## src/rtl/rf_access_sequencer.sv

```systemverilog
// Operand-read / writeback sequencer in front of a handshaked register file.
// Optional build macro RF_BYPASS_EN: forward a pending writeback to a hazarding read instead of stalling.
module rf_access_sequencer #(
   parameter int DATA_W         = 32,
   parameter int ADDR_W         = 5,
   parameter int TIMEOUT_CYCLES = 16
) (
   input  logic              i_clk,
   input  logic              i_rst_n,
   input  logic              i_req_valid,
   output logic              o_req_ready,
   input  logic [ADDR_W-1:0] i_rs1_addr,
   input  logic [ADDR_W-1:0] i_rs2_addr,
   output logic              o_op_valid,
   output logic [DATA_W-1:0] o_rs1_data,
   output logic [DATA_W-1:0] o_rs2_data,
   input  logic              i_wb_valid,
   input  logic [ADDR_W-1:0] i_wb_addr,
   input  logic [DATA_W-1:0] i_wb_data,
   output logic              o_wb_ready,
   output logic              o_rf_rd_en,
   output logic [ADDR_W-1:0] o_rf_reg_addr,
   input  logic [DATA_W-1:0] i_rf_reg_data,
   input  logic              i_rf_rd_valid,
   output logic              o_rf_wr_en,
   output logic [ADDR_W-1:0] o_rf_dest_addr,
   output logic [DATA_W-1:0] o_rf_dest_data,
   input  logic              i_rf_wr_valid,
   output logic              o_timeout
);

   localparam int CNT_W = $clog2(TIMEOUT_CYCLES + 1);
   localparam logic [CNT_W-1:0]  CNT_LIMIT = CNT_W'(TIMEOUT_CYCLES);
   localparam logic [CNT_W-1:0]  CNT_ONE   = CNT_W'(1);
   localparam logic [CNT_W-1:0]  CNT_ZERO  = {CNT_W{1'b0}};
   localparam logic [ADDR_W-1:0] ADDR_ZERO = {ADDR_W{1'b0}};
   localparam logic [DATA_W-1:0] DATA_ZERO = {DATA_W{1'b0}};

   typedef enum logic [1:0] {IDLE = 2'd0, RS1 = 2'd1, RS2 = 2'd2, DONE = 2'd3} rd_state_e;
   typedef enum logic {W_IDLE = 1'b0, W_BUSY = 1'b1} wr_state_e;

   rd_state_e         rd_state_q, rd_state_d;
   logic [ADDR_W-1:0] rs1_addr_q, rs1_addr_d, rs2_addr_q, rs2_addr_d;
   logic [DATA_W-1:0] op1_q, op1_d;
   logic [DATA_W-1:0] rs1_data_q, rs1_data_d, rs2_data_q, rs2_data_d;
   logic              rd_en_q, rd_en_d;
   logic [ADDR_W-1:0] rd_addr_q, rd_addr_d;
   logic [CNT_W-1:0]  rd_cnt_q, rd_cnt_d;

   wr_state_e         wr_state_q, wr_state_d;
   logic [ADDR_W-1:0] wr_addr_q, wr_addr_d;
   logic [DATA_W-1:0] wr_data_q, wr_data_d;
   logic              wr_en_q, wr_en_d;
   logic [CNT_W-1:0]  wr_cnt_q, wr_cnt_d;

   logic              timeout_q;
   logic              rd_to_s, wr_to_s;
   logic              wr_busy_s, wb_take_s;
   logic [ADDR_W-1:0] cur_addr_s;
   logic              op_done_s;
   logic [DATA_W-1:0] op_val_s;

   // A read must not overtake a writeback to the same register that is in flight or arriving now.
   function automatic logic hazard_f(
      input logic [ADDR_W-1:0] op_addr,
      input logic              wr_busy,
      input logic [ADDR_W-1:0] busy_addr,
      input logic              wb_take,
      input logic [ADDR_W-1:0] wb_addr
   );
      hazard_f = (wr_busy && (busy_addr == op_addr)) ||
                 (wb_take && (wb_addr != ADDR_ZERO) && (wb_addr == op_addr));
   endfunction

   assign wr_busy_s = (wr_state_q == W_BUSY);
   assign wb_take_s = i_wb_valid && !wr_busy_s;

   // Read FSM state and datapath registers.
   always_ff @(posedge i_clk or negedge i_rst_n) begin
      if (!i_rst_n) begin
         rd_state_q <= IDLE;
         rs1_addr_q <= ADDR_ZERO;
         rs2_addr_q <= ADDR_ZERO;
         op1_q      <= DATA_ZERO;
         rs1_data_q <= DATA_ZERO;
         rs2_data_q <= DATA_ZERO;
         rd_en_q    <= 1'b0;
         rd_addr_q  <= ADDR_ZERO;
         rd_cnt_q   <= CNT_ZERO;
      end else begin
         rd_state_q <= rd_state_d;
         rs1_addr_q <= rs1_addr_d;
         rs2_addr_q <= rs2_addr_d;
         op1_q      <= op1_d;
         rs1_data_q <= rs1_data_d;
         rs2_data_q <= rs2_data_d;
         rd_en_q    <= rd_en_d;
         rd_addr_q  <= rd_addr_d;
         rd_cnt_q   <= rd_cnt_d;
      end
   end

   // Read FSM next state: fetch rs1 then rs2, each by zero-short-cut, bypass/stall, or RF read.
   always_comb begin
      rd_state_d = rd_state_q;
      rs1_addr_d = rs1_addr_q;
      rs2_addr_d = rs2_addr_q;
      op1_d      = op1_q;
      rs1_data_d = rs1_data_q;
      rs2_data_d = rs2_data_q;
      rd_en_d    = rd_en_q;
      rd_addr_d  = rd_addr_q;
      rd_cnt_d   = rd_cnt_q;
      rd_to_s    = 1'b0;
      op_done_s  = 1'b0;
      op_val_s   = DATA_ZERO;
      cur_addr_s = (rd_state_q == RS2) ? rs2_addr_q : rs1_addr_q;
      case (rd_state_q)
         IDLE: begin
            if (i_req_valid) begin
               rs1_addr_d = i_rs1_addr;
               rs2_addr_d = i_rs2_addr;
               rd_state_d = RS1;
            end else begin
               rd_state_d = IDLE;
            end
         end
         RS1, RS2: begin
            if (rd_en_q) begin
               // Once issued, the read finishes on RF data or timeout; hazards are no longer considered.
               if (i_rf_rd_valid) begin
                  op_done_s = 1'b1;
                  op_val_s  = i_rf_reg_data;
                  rd_en_d   = 1'b0;
               end else if ((rd_cnt_q + CNT_ONE) == CNT_LIMIT) begin
                  op_done_s = 1'b1;
                  rd_en_d   = 1'b0;
                  rd_to_s   = 1'b1;
               end else begin
                  rd_cnt_d  = rd_cnt_q + CNT_ONE;
               end
            end else if (cur_addr_s == ADDR_ZERO) begin
               op_done_s = 1'b1;
            end else if (hazard_f(cur_addr_s, wr_busy_s, wr_addr_q, wb_take_s, i_wb_addr)) begin
`ifdef RF_BYPASS_EN
               op_done_s = 1'b1;
               op_val_s  = (wr_busy_s && (wr_addr_q == cur_addr_s)) ? wr_data_q : i_wb_data;
`else
               rd_state_d = rd_state_q;
`endif
            end else begin
               rd_en_d   = 1'b1;
               rd_addr_d = cur_addr_s;
               rd_cnt_d  = CNT_ZERO;
            end
         end
         DONE: begin
            rd_state_d = IDLE;
         end
         default: begin
            rd_state_d = IDLE;
         end
      endcase
      // Outputs only change on entry to DONE so they stay stable across the next request.
      if (op_done_s) begin
         if (rd_state_q == RS1) begin
            op1_d      = op_val_s;
            rd_state_d = RS2;
         end else begin
            rs1_data_d = op1_q;
            rs2_data_d = op_val_s;
            rd_state_d = DONE;
         end
      end else begin
         op1_d = op1_q;
      end
   end

   // Write FSM state and datapath registers.
   always_ff @(posedge i_clk or negedge i_rst_n) begin
      if (!i_rst_n) begin
         wr_state_q <= W_IDLE;
         wr_addr_q  <= ADDR_ZERO;
         wr_data_q  <= DATA_ZERO;
         wr_en_q    <= 1'b0;
         wr_cnt_q   <= CNT_ZERO;
      end else begin
         wr_state_q <= wr_state_d;
         wr_addr_q  <= wr_addr_d;
         wr_data_q  <= wr_data_d;
         wr_en_q    <= wr_en_d;
         wr_cnt_q   <= wr_cnt_d;
      end
   end

   // Write FSM next state: writes to x0 are discarded at acceptance.
   always_comb begin
      wr_state_d = wr_state_q;
      wr_addr_d  = wr_addr_q;
      wr_data_d  = wr_data_q;
      wr_en_d    = wr_en_q;
      wr_cnt_d   = wr_cnt_q;
      wr_to_s    = 1'b0;
      case (wr_state_q)
         W_IDLE: begin
            if (wb_take_s && (i_wb_addr != ADDR_ZERO)) begin
               wr_addr_d  = i_wb_addr;
               wr_data_d  = i_wb_data;
               wr_en_d    = 1'b1;
               wr_cnt_d   = CNT_ZERO;
               wr_state_d = W_BUSY;
            end else begin
               wr_state_d = W_IDLE;
            end
         end
         W_BUSY: begin
            if (i_rf_wr_valid) begin
               wr_en_d    = 1'b0;
               wr_state_d = W_IDLE;
            end else if ((wr_cnt_q + CNT_ONE) == CNT_LIMIT) begin
               wr_en_d    = 1'b0;
               wr_to_s    = 1'b1;
               wr_state_d = W_IDLE;
            end else begin
               wr_cnt_d   = wr_cnt_q + CNT_ONE;
            end
         end
         default: begin
            wr_en_d    = 1'b0;
            wr_state_d = W_IDLE;
         end
      endcase
   end

   // Sticky timeout flag, cleared only by reset.
   always_ff @(posedge i_clk or negedge i_rst_n) begin
      if (!i_rst_n) begin
         timeout_q <= 1'b0;
      end else begin
         timeout_q <= timeout_q | rd_to_s | wr_to_s;
      end
   end

   // Output decode from registered state.
   always_comb begin
      o_req_ready    = (rd_state_q == IDLE);
      o_op_valid     = (rd_state_q == DONE);
      o_rs1_data     = rs1_data_q;
      o_rs2_data     = rs2_data_q;
      o_rf_rd_en     = rd_en_q;
      o_rf_reg_addr  = rd_addr_q;
      o_wb_ready     = (wr_state_q == W_IDLE);
      o_rf_wr_en     = wr_en_q;
      o_rf_dest_addr = wr_addr_q;
      o_rf_dest_data = wr_data_q;
      o_timeout      = timeout_q;
   end

endmodule

```

## config.mk

```make
export PLATFORM = sky130hd
export DESIGN_NAME = rf_access_sequencer
export DESIGN_NICKNAME = d
export VERILOG_FILES = /design/src/rtl/rf_access_sequencer.sv
export SDC_FILE = /design/constraint.sdc
export NUM_CORES = 1
export LEC_CHECK = 0
export ABC_AREA = 1
export BUFFER_PORTS_ARGS = -buffer_cell sky130_fd_sc_hd__buf_2
export CAP_MARGIN = 10
export CORE_ASPECT_RATIO = 0.7
export CORE_MARGIN = 4
export CORE_UTILIZATION = 35
export DETAILED_ROUTE_END_ITERATION = 7
export HOLD_SLACK_MARGIN = 0.05
export PLACE_DENSITY = 0.63
export SKIP_LAST_GASP = 1
export SLEW_MARGIN = 15
export SYNTH_ARGS = -nofsm -noshare
export SYNTH_HDL_FRONTEND = slang
export SYNTH_SLANG_ARGS = --single-unit
```

## constraint.sdc

```tcl
create_clock -name i_clk -period 1.9 [get_ports i_clk]
set_clock_uncertainty 0.05 [all_clocks]
set_input_delay 0.19 -clock i_clk [delete_from_list [all_inputs] [get_ports i_clk]]
set_output_delay 0.19 -clock i_clk [all_outputs]
set_load 0.03 [all_outputs]
```

==> impl_results.md, run 1 <==
- Hold crit path type: in -> reg
- Largest cells by area after synthesis: dfrtp_1, nand2_1, o21ai_2
- Worst Hold Depth: 4
- Worst min-delay path startpoint: i_rf_rd_valid
- Antenna Cells: 0
- Slew @ Worst Pin: ~0.56 ns
- Min cycle time layout: about 2.0 ns
- IO Pins: 197
- Syn Area/Cell: 10.2 µm²
- Critical path launch point type: register
- RSZ-0062 raised after global routing: true
- Critical Path End Type: register
- Power share of the sequential group: 0.316
- Fillers: roughly 1800
- Global-route wire length before repair: 29700 µm
- Post-DP Area: 8580 µm²
- Hold WS: 0.0750 ns
- Clock latency at the later pin of the worst-skew pair: approximately 0.42 ns
- 1st-iter DRT viols: around 290
- Synth Instances: 689
- Crit-path slowest cell: dfrtp_1
- Max-slew headroom: 0.629
- WHS Endpoint: o_timeout
- Ys Warns: 0
- Core Region: 19700 µm²
- Global Route Usage Sum: 0.165
- Critical path peak fanout: 7
- R2R setup slack: -0.11 ns
- Routability cong.: 0.812
- Internal power: about 0.01 W
- Final Instance Area: 10800 µm²
- WP data required: 2.15 ns
- Pin count of the biggest net entering global routing: 65
- Layout cells sized above 1: 0.463
- FF+latch area: 4100 µm²
- Worst Path Arrival: ~2.3 ns
- Final setup fails: 97
- Max IR drop VDD: 748 µV
- Clk root buf: clkbuf_16
- Async SR Flop Fraction: 1.00
- Max H-tree Level: 4
- Setup CP Type: reg -> reg
- Total CTS buffers: 17
- Net Sw Power: 0.00739 W
- Failing checks: setup timing
- Max-cap violations: 0
- Area occupied by multi-input gates: 2780 µm²
- Top Family by Delay on Critical Path: simple AND/OR/NAND/NOR gates
- Nets: approximately 1100
- FMAX: 498 MHz
- Clock network power share: 0.187
- Port bufs: 196
- DRT antenna net count: 0
- Die width: 177 µm
- Worst-path cell chain: inv_2 > ha_4 > inv_6 > nand2_2 > nand2_2 > nor2_4 > nand3_2 > nand2_4 > nand4_4 > buf_12 > buf_8 > buf_6 > nand2_2 > o21ai_2
- Antenna violations before repair: 0
- Core Rows: 43
- Cell taking the most area after synthesis: dfrtp_1
- Drt wl/cell: 14.9 µm
- Main synth FF type: dfrtp_1
- Mapped Area: 7030 µm²
- Synth top area share: 0.584
- Lkg Pwr: 5.26 nW
- Synthesized Nets: between 700 and 800
- Area Growth Syn to Fin: 53.2%
- Worst path buffer plus inverter count: 5
- DRC: 0
- Most frequent cell after synthesis: nand2_1
- Sw frac: 0.425
- DRT Wirelength: roughly 20000 µm
- Vias in the first global route: 5645
- Power Dens Cells: ~1600 nW/µm²
- Library cells used by synthesis: 24
- Post-synth EDFFs: 0
- Final HPWL DP: 11500 µm
- Crit share post-route: 1.06
- CTS sink cnt: 164
- DR vias/cell: 4.50
- Post-route setup slack: -0.108 ns
- Seq/Total Area, Yosys: 0.584
- Die Y: 127 µm
- CTS max path bufs: 2
- Register bit total from synthesis: approximately 160
- CP max stage delay: 0.38 ns
- Die area: between 20000 and 25000 µm²
- Fin. Hold Viols: 0
- CTS clk-pin slew, worst paths: 0.07 ns
- Synth top cells by count: nand2_1, dfrtp_1, inv_1
- Cell mode on critical path: nand2_2
- Initial core utilization: 0.356
- R2R Path Start: rd_state_q[0]
- Worst Reg-to-Reg Cells: 14
- Drt pass-1 iters: 6
- Via count: 5890
- Logic pwr share: 0.496
- Run status: complete, but fails checks
- Worst R2R End: o_rs1_data[1]
- Pins Over Slew Limit: 0
- Grt ovf: 0
- CTS tree: done
[what timing repair did]
action | 4_1_cts | 5_1_grt
setup buffers | 11 | 4
resized for setup | 54 | 62
hold buffers | 81 | 0
pin swaps | 4 | 13
setup endpoints to repair | 106 | 111
cloned | 6 | 7
endpoints found under the hold margin | 157 | 0
[worst max path at each step]
stage / startpoint / endpoint / slack, ns / depth (start not counted)
6_report: rd_state_q[0] / o_rs1_data[1] / -0.11 / 14
5_1_grt: rd_state_q[0] / o_rs2_data[19] / -0.22 / 14
4_1_cts: rd_state_q[0] / o_rs1_data[3] / -0.10 / 14
3_5_place_dp: rd_state_q[0] / o_rs1_data[11] / -0.19 / 12
3_3_place_gp: rd_state_q[0] / o_rs2_data[15] / -0.13 / 12
2_1_floorplan: rd_state_q[0] / o_rs1_data[28] / 0.02 / 13
[final cells by class]
| class | count | share of cell area |
|---|---|---|
| Clock buffer | 19 | 0.0412 |
| Clock inverter | 13 | 0.0114 |
| Inverter | 59 | 0.0210 |
| Multi-Input combinational cell | 435 | 0.259 |
| Sequential cell | 164 | 0.381 |
| Tap cell | 270 | 0.0314 |
| Timing Repair Buffer | 350 | 0.255 |
[metal layers]
| metal | track usage | up-vias | routed length, µm |
|---|---|---|---|
| li1 | - | 2915 | - |
| met1 | 0.235 | 2810 | 9370 |
| met2 | 0.258 | 144 | 9000 |
| met3 | 0.0390 | 21 | 928 |
| met4 | 0.0409 | 0 | 227 |
| met5 | 0 | - | 0 |
[cells in the final DEF (no fill, tap or decap), drive strengths merged]
cell / count
bufbuf: 1
inv: 63
clkinv: 6
ha: 7
buf: 264
dfrtp: 164
o211ai: 2
a21oi: 7
clkbuf: 23
nand2: 203
nand3: 30
o21ai: 110
mux2: 40
clkinvlp: 3
and2: 2
dlygate4sd3: 81
nand4: 2
nor2: 26
nand3b: 1
xor2: 5
[stage by stage]
step | TNS [ns] | utilization | setup WS [ns] | total power [W] | cells
finish | -4.30 | 0.545 | -0.108 | 0.0174 | 1310
global route | -17.14 | 0.545 | -0.219 | 0.0185 | 1310
CTS | -4.70 | 0.525 | -0.102 | 0.0168 | 1299
detailed placement | -9.43 | 0.435 | -0.193 | 0.0123 | 1170
global placement | -6.83 | 0.435 | -0.135 | 0.0122 | 1170
floorplan | 0 | - | 0.0155 | 0.0101 | 689
[cells by family after synthesis]
family                   Yosys count  synth area share
multiplexers                      40            0.0641
XOR/XNOR                           5           0.00623
buffers and inverters             90            0.0632
AO/OA/AOI/OAI                    119             0.115
flip-flops                       164             0.584
adder cells (fa/ha/maj)            7            0.0125
AND/OR/NAND/NOR                  264             0.155
[tightest hold or removal path: cells and delay by family]
| kind | cells | cell delay (ns) |
|---|---|---|
| buf+inv | 1 | 0.10 |
| simple gates | 2 | 0.13 |
| compound gates | 1 | 0.07 |
[registers in the layout (all words and copies together), names as in the netlist]
| register | flops |
|---|---|
| rd_cnt_q | 5 |
| o_rf_rd_en | 1 |
| wr_busy_s | 1 |
| rs1_addr_q | 5 |
| o_rs1_data | 32 |
| o_rf_reg_addr | 5 |
| op1_q | 32 |
| o_rs2_data | 32 |
| o_rf_dest_data | 32 |
| rs2_addr_q | 5 |
| o_rf_wr_en | 1 |
| rd_state_q | 2 |
| o_timeout | 1 |
| wr_cnt_q | 5 |
| o_rf_dest_addr | 5 |
[power by group through the flow]
stage / logic (W) / registers, W / clock network, W
finish: 0.00862 / 0.00549 / 0.00325
global route: 0.00931 / 0.00565 / 0.00351
CTS: 0.00800 / 0.00541 / 0.00336
detailed placement: 0.00686 / 0.00545 / 0
global placement: 0.00678 / 0.00543 / 0
floorplan: 0.00331 / 0.00684 / 0
No activity file was read; power rests on OpenSTA's default activity.
==> inputs of run 2 (changes only) <==
--- a/config.mk
+++ b/config.mk
@@ -10,10 +10,11 @@
 export CAP_MARGIN = 10
 export CORE_ASPECT_RATIO = 0.7
 export CORE_MARGIN = 4
-export CORE_UTILIZATION = 35
+export CORE_UTILIZATION = 47
 export DETAILED_ROUTE_END_ITERATION = 7
 export HOLD_SLACK_MARGIN = 0.05
-export PLACE_DENSITY = 0.63
+export PLACE_DENSITY = 0.8
+export SETUP_SLACK_MARGIN = 0.3
 export SKIP_LAST_GASP = 1
 export SLEW_MARGIN = 15
 export SYNTH_ARGS = -nofsm -noshare
==> run 2 against run 1 <==
Against the previous run:
- the flow still finishes with violations (setup timing)
- worst hold slack improved by 0.053 ns
- cell area decreased by 1.6%
- sequential power about the same
- combinational power decreased by 2.7%
- total power unchanged
- largest power group unchanged
- highest routed layer unchanged
==> impl_results.md, run 2 (synthesized netlist as in run 1, its figures left out) <==
- Die width: 154 µm (was 177 µm)
- Drt pass-1 iters: 5 (was 6)
- 1st-iter DRT viols: 380 (was 285)
- WP data required: 2.16 ns (was 2.15 ns)
- Max IR drop VDD: 935 µV (was 748 µV)
- Worst-path cell chain: inv_2 > ha_4 > inv_8 > nand2_4 > nand2_4 > nor2_4 > nand3_2 > nand2_4 > buf_4 > nand4_4 > clkbuf_16 > nand2_1 > o21ai_1 (was inv_2 > ha_4 > inv_6 > nand2_2 > nand2_2 > nor2_4 > nand3_2 > nand2_4 > nand4_4 > buf_12 > buf_8 > buf_6 > nand2_2 > o21ai_2)
- DRT antenna net count: 0 (unchanged)
- Die area: 17000 µm² (was 22400 µm²)
- Met3 Usage GRT: 0.0589 (was 0.0390)
- Slew @ Worst Pin: 0.587 ns (was 0.557 ns)
- Clock latency at the later pin of the worst-skew pair: 0.42 ns (about the same)
- Final setup fails: 107 (was 97)
- DR vias/cell: 5.08 (was 4.50)
- Hold crit path type: in -> reg (unchanged)
- Max-slew headroom: 0.609 (was 0.629)
- Worst path buffer plus inverter count: 4 (was 5)
- Max H-tree Level: 4 (unchanged)
- Run status: complete, but fails checks (unchanged)
- Core Region: 14700 µm² (was 19700 µm²)
- Busiest grt layer: met2 (unchanged)
- WP depth: 13 (was 14)
- IO Pins: 197 (unchanged)
- Clk root buf: clkbuf_16 (unchanged)
- Lkg Pwr: 5.22 nW (was 5.26 nW)
- Min cycle time layout: 2.02 ns (was 2.01 ns)
- Overall power: 0.0174 W (unchanged)
- Cells after DPL: 1080 (was 1170)
- Top Family by Delay on Critical Path: simple AND/OR/NAND/NOR gates (unchanged)
- Fin. Hold Viols: 0 (unchanged)
- Crit-path slowest cell: dfrtp_1 (unchanged)
- Post-route setup slack: -0.122 ns (was -0.108 ns)
- Failing checks: setup timing (unchanged)
- Global-route wire length before repair: 30200 µm (was 29700 µm)
- Antenna violations before repair: 0 (unchanged)
- Die Y: 110 µm (was 127 µm)
- Vias in the first global route: 6022 (was 5645)
- Drt wl/cell: 17.0 µm (was 14.9 µm)
- Worst Reg-to-Reg Cells: 13 (was 14)
- Pins Over Slew Limit: 0 (unchanged)
- Total CTS buffers: 17 (unchanged)
- DRT Wirelength: 20800 µm (was 19500 µm)
- Critical Path End Type: register (unchanged)
- Nets: 1108 (was 1119)
- Worst Path Arrival: 2.28 ns (was 2.26 ns)
- Via count: 6217 (was 5890)
- GR Util met2: 0.361 (was 0.258)
- Critical path launch point type: register (unchanged)
- Pin count of the biggest net entering global routing: 65 (unchanged)
- Commonest non-fill, non-tap cells in the layout: buf_2, nand2_1, dfrtp_1 (was buf_2, dfrtp_1, nand2_1)
- DRC: 0 (unchanged)
- Layout cells sized above 1: 0.434 (was 0.463)
- CTS clk-pin slew, worst paths: 0.07 ns (about the same)
- Initial core utilization: 0.479 (was 0.356)
- Area Growth Syn to Fin: 50.7% (was 53.2%)
- Antenna Cells: 0 (unchanged)
- Routability cong.: 0.895 (was 0.812)
- CTS tree: done (unchanged)
- Grt ovf: 0 (unchanged)
- Critical path peak fanout: 32 (was 7)
- Post-Layout Cell Count: 1224 (was 1310)
- Cell mode on critical path: nand2_4 (was nand2_2)
- CTS max path bufs: 2 (unchanged)
- Final HPWL DP: 11700 µm (was 11500 µm)
- Core Rows: 37 (was 43)
- RSZ-0062 raised after global routing: true (unchanged)
- Global Route Usage Sum: 0.223 (was 0.165)
- Commonest non-fill, non-tap cell in the layout: buf_2 (unchanged)
- Port bufs: 196 (unchanged)
- Worst Hold Depth: 3 (was 4)
- Hold WS: 0.128 ns (was 0.0750 ns)
- CTS sink cnt: 164 (unchanged)
- Max-cap violations: 0 (unchanged)
- Power Dens Cells: 1640 nW/µm² (was 1610 nW/µm²)
- CP max stage delay: 0.39 ns (was 0.38 ns)
- Crit share post-route: 1.06 (about the same)
- FMAX: 494 MHz (was 498 MHz)
- Setup CP Type: reg -> reg (unchanged)
- GR Layer Usage met1: 0.293 (was 0.235)
[run 2: cell count changes in the layout (fill, tap and decap cells not counted), moves of 8 or more]
cell and change:
nand2_1 +22, nand2_2 -31, o21ai_2 -11, o21ai_1 +13, buf_4 -8, nand2_4 +9
[run 2: metrics by stage]
step / area [µm²] / utilization / setup slack, ns / TNS, ns
after floorplan: 7170 / - / 0.0918 / 0
after global placement: 8480 / 0.578 / -0.00351 / -0.0128
after detailed placement: 8480 / 0.578 / -0.0422 / -2.12
after CTS: 10100 / 0.688 / -0.0445 / -1.30
after global routing: 10600 / 0.722 / -0.224 / -18.92
final: 10600 / 0.722 / -0.122 / -7.08
[run 2: what timing repair did]
item,CTS,global route
hold buffers,81,0
endpoints found under the setup margin,126,159
gates resized for setup,26,49
setup buffers,4,13
hold endpoints to repair,165,0
cloned,3,11
pin swaps,2,9
[run 2: where the power goes]
group / total, W / switching (W) / internal, W
Clock: 0.00347 / 0.00150 / 0.00197
Combinational: 0.00839 / 0.00513 / 0.00326
Sequential: 0.00551 / 0.000804 / 0.00471
Total: 0.0174 / 0.00744 / 0.00994
[run 2: layout make-up]
type	count	area [µm²]
flip-flops and latches	164	4100
inverters	59	229
well taps	195	244
repair buffers	339	2650
fillers	984	4090
clock buffers	17	425
clock inverters	15	166
multi-input cells	435	2770
[run 2: tightest hold or removal path: stages]
cell	delay [ns]
buf_2	0.13
inv_1	0.09
o21ai_0	0.12
[run 2: routing by layer]
| metal | vias to the layer above | share of wire |
|---|---|---|
| met1 | 3027 | 0.42 |
| li1 | 2906 | - |
| met2 | 231 | 0.49 |
| met4 | 0 | 0.029 |
| met3 | 53 | 0.062 |
| met5 | - | 0 |
[run 2: worst paths after layout]
check                                     from                 to  slack (ns)
worst max register to register   rd_state_q[0]          op1_q[28]       -0.12
worst max-delay path             rd_state_q[0]          op1_q[28]       -0.12
max in group asynchronous              i_rst_n     o_rs2_data[19]        0.91
worst min register to register  o_rs1_data[19]     o_rs1_data[19]        0.43
min in group asynchronous              i_rst_n          op1_q[11]        0.26
worst min-delay path              i_wb_addr[3]  o_rf_dest_addr[3]        0.13
